**config.mk**
```make
export PLATFORM = sky130hd
export DESIGN_NAME = float2fix
export DESIGN_NICKNAME = d
export VERILOG_FILES = /design/src/rtl/float2fix.sv
export SDC_FILE = /design/constraint.sdc
export NUM_CORES = 1
export LEC_CHECK = 0
export CORE_MARGIN = 4
export CORE_UTILIZATION = 45
export CTS_CLUSTER_DIAMETER = 120
export DETAILED_ROUTE_END_ITERATION = 16
export PLACE_DENSITY = 0.69
export SYNTH_ARGS = -nofsm -noshare
export SYNTH_HDL_FRONTEND = slang
export SYNTH_SLANG_ARGS = --single-unit
export TNS_END_PERCENT = 100
```
**constraint.sdc**
```tcl
create_clock -name clk -period 6.4 [get_ports clk]
set_clock_uncertainty 0.05 [all_clocks]
set_input_delay 0.96 -clock clk [delete_from_list [all_inputs] [get_ports clk]]
set_output_delay 0.96 -clock clk [all_outputs]
set_load 0.02 [all_outputs]
```
**src/rtl/float2fix.sv**
```systemverilog
`default_nettype none
// ============================================================================
//  Module   : float2fix
//  Purpose  : Two-stage pipelined IEEE-754 single-precision to signed
//             fixed-point converter. The number of fraction bits is set per
//             sample. Right shifts round half away from zero, out-of-range
//             values saturate, and NaN, zero and denormal inputs give 0.
//  Revision : 1.0  initial release
// ============================================================================
module float2fix (
  input  logic        clk,
  input  logic        rst,
  input  logic        enable,
  input  logic [31:0] fraction_len,
  input  logic        src_valid,
  input  logic [31:0] src,
  output logic        dst_valid,
  output logic [31:0] dst
);

  localparam logic [1:0]  CLS_ZERO = 2'd0;  // zero or denormal (flushed)
  localparam logic [1:0]  CLS_NORM = 2'd1;
  localparam logic [1:0]  CLS_INF  = 2'd2;
  localparam logic [1:0]  CLS_NAN  = 2'd3;
  localparam logic [31:0] POS_SAT  = 32'h7FFF_FFFF;
  localparam logic [31:0] NEG_SAT  = 32'h8000_0000;

  // ---------------- stage 1: decode ----------------
  logic [7:0]        exp_w;
  logic [4:0]        flen_w;
  logic [1:0]        s1_class_d;
  logic [23:0]       s1_mant_d;
  logic signed [9:0] s1_shift_d;

  logic              s1_valid_q;
  logic              s1_sign_q;
  logic [1:0]        s1_class_q;
  logic [23:0]       s1_mant_q;
  logic signed [9:0] s1_shift_q;

  assign exp_w  = src[30:23];
  // Any fraction length above 31 behaves as 31.
  assign flen_w = (|fraction_len[31:5]) ? 5'd31 : fraction_len[4:0];

  // Classify the input and form the mantissa and the signed scaling shift.
  always_comb begin
    s1_mant_d  = {1'b1, src[22:0]};
    s1_shift_d = $signed({2'b00, exp_w}) - 10'sd150 + $signed({5'b00000, flen_w});
    s1_class_d = CLS_NORM;
    if (exp_w == 8'd0) begin
      s1_class_d = CLS_ZERO;
    end else if (exp_w == 8'hFF) begin
      s1_class_d = (src[22:0] != 23'd0) ? CLS_NAN : CLS_INF;
    end
  end

  // Stage 1 register: captures a sample only when the pipeline advances.
  always_ff @(posedge clk or posedge rst) begin
    if (rst) begin
      s1_valid_q <= 1'b0;
      s1_sign_q  <= 1'b0;
      s1_class_q <= CLS_ZERO;
      s1_mant_q  <= 24'd0;
      s1_shift_q <= 10'sd0;
    end else if (enable) begin
      s1_valid_q <= src_valid;
      if (src_valid) begin
        s1_sign_q  <= src[31];
        s1_class_q <= s1_class_d;
        s1_mant_q  <= s1_mant_d;
        s1_shift_q <= s1_shift_d;
      end
    end
  end

  // ---------------- stage 2: shift, round, saturate, sign ----------------
  logic [32:0] mag;
  logic [24:0] mant_ext;
  logic [4:0]  rsh;
  logic        sat;
  logic [31:0] dst_d;
  logic        dst_valid_q;
  logic [31:0] dst_q;

  // The mantissa gets a zero on top so the rounding bit for a 25-bit right
  // shift can be read without going out of range.
  assign mant_ext = {1'b0, s1_mant_q};

  // Scale the mantissa by the signed shift, then clamp to the 32-bit range.
  always_comb begin
    mag   = 33'd0;
    rsh   = 5'd0;
    sat   = 1'b0;
    dst_d = 32'd0;
    if (s1_shift_q >= 10'sd8) begin
      // A normal mantissa moved up by 8 or more is already at least 2^31.
      sat = 1'b1;
    end else if (s1_shift_q >= 10'sd0) begin
      mag = {9'd0, s1_mant_q} << s1_shift_q[2:0];
    end else if (s1_shift_q >= -10'sd25) begin
      rsh = 5'(-s1_shift_q);
      mag = {8'd0, (mant_ext >> rsh)} + {32'd0, mant_ext[rsh - 5'd1]};
    end
    if (mag[32:31] != 2'b00) begin
      sat = 1'b1;
    end

    case (s1_class_q)
      CLS_NORM: begin
        if (sat) begin
          dst_d = s1_sign_q ? NEG_SAT : POS_SAT;
        end else begin
          // Negating a zero magnitude gives 0, so a result of -0 cannot occur.
          dst_d = s1_sign_q ? (32'd0 - mag[31:0]) : mag[31:0];
        end
      end
      CLS_INF:  dst_d = s1_sign_q ? NEG_SAT : POS_SAT;
      default:  dst_d = 32'd0;
    endcase
  end

  // Output register: dst keeps its value through bubbles and stalls.
  always_ff @(posedge clk or posedge rst) begin
    if (rst) begin
      dst_valid_q <= 1'b0;
      dst_q       <= 32'd0;
    end else if (enable) begin
      dst_valid_q <= s1_valid_q;
      if (s1_valid_q) begin
        dst_q <= dst_d;
      end
    end
  end

  assign dst_valid = dst_valid_q;
  assign dst       = dst_q;

endmodule
`default_nettype wire

```
==> results.md <==
* Layout Cells excl Fill at 1289
* Die width at 145 µm
* Share of the yosys chip area belonging to registers at 21.0%
* DRC errors left at 0
* Max-slew violations at 0
* Switch Pwr at 1380 µW
* GRT Util Overall at 26.0%
* Max VDD drop at 0.000186 V
* Worst-path clk slew at 60 ps
* First-pass GRT wire length at 45.0 mm
* Core area at 18200 µm²
* Die Y at 145 µm
* Synthesis-to-finish area growth at 17.4%
* Clock network power share at 19.2%
* DPL Wire Length at 21.5 mm
* Routed vias/inst at 6.65
* Comb power frac at 60.1%
* Class of the worst hold path: reg -> reg
* I/O Buffers at 100
* Synth Register Bits at 71
* Critical path startpoint category: flop
* Family with the most delay on the worst path: simple AND/OR/NAND/NOR gates
* CP endpoint kind: flop
* Synthesized Nets at 1080
* MaxCap Viol Count at 0
* Post-Syn Instances at 996
* Max_slew headroom at 37.3%
* WL met3 at 2.27 mm
* Die Area at 21000 µm²
* Clock Sink Count at 71
* Clk Latency, worst-skew pair at 350 ps
* Slowest-stage cell, CP: mux4_2
* Ys Warns at 0
* Crit path buffers/inverters at 2
* Initial DRC count at 843
* Mapped Avg Cell Area at 8.48 µm²
* Worst path required time at 6570 ps
* Power per standard cell area at 312 nW/µm²
* Routed wire length per instance at 21.5 µm
* # diodes at 0
* Gpl congestion at 0.976
* Worst path max stage delay at 660 ps
* Nets@finish at 1139
* Share of post-route cells with drive strength above 1 at 15.5%
* Ys async rst share at 100%
* Metal1 wirelength at 11.7 mm
* Leak at 0.00393 µW
* Routed WL at 27.8 mm
* Vias in the first global route at 8202
* Outcome: complete, no violations
* Ports at 101
* Drt first pass iters at 5
* Initial antenna violation count at 0
* CP Cell Sequence: inv_1, ha_1, xor2_2, buf_4, mux4_2, o21ai_0, ha_1, ha_1, nand3_1, nor4_4, a311oi_1, or3b_2, nor4_4, nand3_2, o211ai_2, o311ai_1, a221o_1
* Final worst-path cycle share at 92.5%
* GR Overflow Total at 0
* CTS tree: built
* Min Tclk post-route at 5920 ps
* ANT nets after route at 0
* Pwr Total at 3090 µW
* Vias at 8571
* Sw Share at 44.7%
* Most frequent CP cell: ha_1
* Worst slew pin tran at 937 ps
* WS Path Type: reg -> reg
* Post-synth EDFFs at 0
* Setup violations, final at 0
* Clock Tree Buf Depth at 2
* Num CTS Buffers at 9
* Internal power at 1710 µW
* Final TNS setup at 0 ps
* Sequential power share at 20.7%
* WHS at 427 ps
* Synth unique cells at 93
* FMAX at 169 MHz
* Top_reg_cell synth: dfrtp_1
* CP max FO at 20
* Row count at 49
* Starting Density at 46.4%
* Uppermost routed layer: met4
* Mapped cell area at 8440 µm²
* Worst Path Arrival at 6090 ps
* H-tree levels at 3
* Placed cells at 1273
* Root Buffer: clkbuf_16
* Met2 wire len at 12.9 mm
* Largest net degree at the start of global routing at 72
* Final hold vios at 0
[flip-flops by register name (all words and copies together), names as in the netlist]
name / count
dst: 32
s1_mant_q: 24
s1_shift_q: 10
s1_valid_q: 1
s1_sign_q: 1
s1_class_q: 2
dst_valid: 1
[cell type report]
class,instances,area (µm²)
fill,1713,8290
multi-input combinational,826,6230
sequential,71,1780
timing repair buffer,124,1180
tap,229,287
clock buffer,13,260
clock inverter,3,90.1
inverter,23,86.3
[stage by stage]
step | worst slack (ps) | utilization (%) | area (µm²)
after floorplan | 64.7 | - | 8450
after detailed placement | 439 | 52.4 | 9540
after CTS | 401 | 54.3 | 9890
after global placement | 629 | 52.4 | 9540
final | 483 | 54.4 | 9910
after global routing | -1.04 | 54.4 | 9910
[logic make-up after synthesis]
| group | Yosys count | synth area share (%) |
|---|---|---|
| and+or+nand+nor | 369 | 23.1 |
| xor gates and xnor gates | 35 | 3.81 |
| muxes | 128 | 21.2 |
| adders and majority gates | 16 | 2.46 |
| DFF | 71 | 21.0 |
| AOI/OAI and AO/OA | 278 | 22.8 |
| buffers and inverters | 99 | 5.56 |
[metal layers]
metal	GRT usage, %	up-vias
li1	-	3940
met1	35.2	4075
met2	42.8	476
met3	4.93	80
met4	7.60	0
met5	0	-
[power groups by stage]
stage	Sequential [µW]	Combinational [µW]	Clock (µW)
final	639	1860	593
after global routing	649	2000	631
after CTS	637	1820	606
after detailed placement	645	1810	0
after global placement	641	1800	0
after floorplan	638	1330	0
[cell usage in the layout (no fill, tap or decap), drive strengths merged, types with 25 or more instances in the layout]
cell             n
mux2i           46
clkdlybuf4s50  100
nor2            64
nor4            25
dfrtp           71
mux4            36
a21oi           70
mux2            46
nand3           31
nand2          115
o21ai           60
[cells in the mapped netlist, drive strengths merged, types with 6 or more instances]
cell / instances / area [µm²]
a211oi: 17 / 133
a21o: 6 / 45.0
a21oi: 70 / 350
a221oi: 6 / 52.6
a22o: 7 / 61.3
a31oi: 15 / 109
and2: 10 / 62.6
and3: 14 / 87.6
and4: 11 / 101
buf: 29 / 206
clkbuf: 47 / 176
dfrtp: 71 / 1780
ha: 15 / 188
inv: 22 / 82.6
mux2: 46 / 518
mux2i: 46 / 460
mux4: 36 / 815
nand2: 115 / 432
nand2b: 8 / 50.1
nand3: 31 / 160
nand4: 16 / 115
nor2: 64 / 243
nor2b: 8 / 50.1
nor3: 24 / 125
nor4: 25 / 214
o211ai: 16 / 135
o21a: 6 / 46.3
o21ai: 60 / 300
o22ai: 7 / 50.1
o31ai: 9 / 87.6
or2: 9 / 56.3
or3: 15 / 93.8
or4: 8 / 63.8
xnor2: 22 / 200
xor2: 13 / 121
[worst reg2reg max path, cell delays in order (launching register included)]
cell      delay [ps]
dfrtp_2          390
inv_1            180
ha_1             360
xor2_2           240
buf_4            320
mux4_2           670
o21ai_0          380
ha_1             230
ha_1             270
nand3_1          250
nor4_4           650
a311oi_1         160
or3b_2           550
nor4_4           310
nand3_2          170
o211ai_2         160
o311ai_1         110
a221o_1          350
[final timing paths]
kind                       depth (start not counted)  slack, ps          start       endpoint
hold reg to reg                                    1        430        dst[10]        dst[10]
setup / recovery                                  17        480  s1_shift_q[0]        dst[24]
max in group asynchronous                          3       4520            rst  s1_shift_q[0]
min in group asynchronous                          3       1150            rst  s1_class_q[1]
hold / removal                                     1        430        dst[10]        dst[10]
setup reg to reg                                  17        480  s1_shift_q[0]        dst[24]
[what timing repair did]
action | 4_1_cts | 5_1_grt
endpoints found under the setup margin | 0 | 6
hold buffers | 0 | 0
buffers inserted | 0 | 0
resized for setup | 0 | 3
Power figures use the tool's default switching activity.
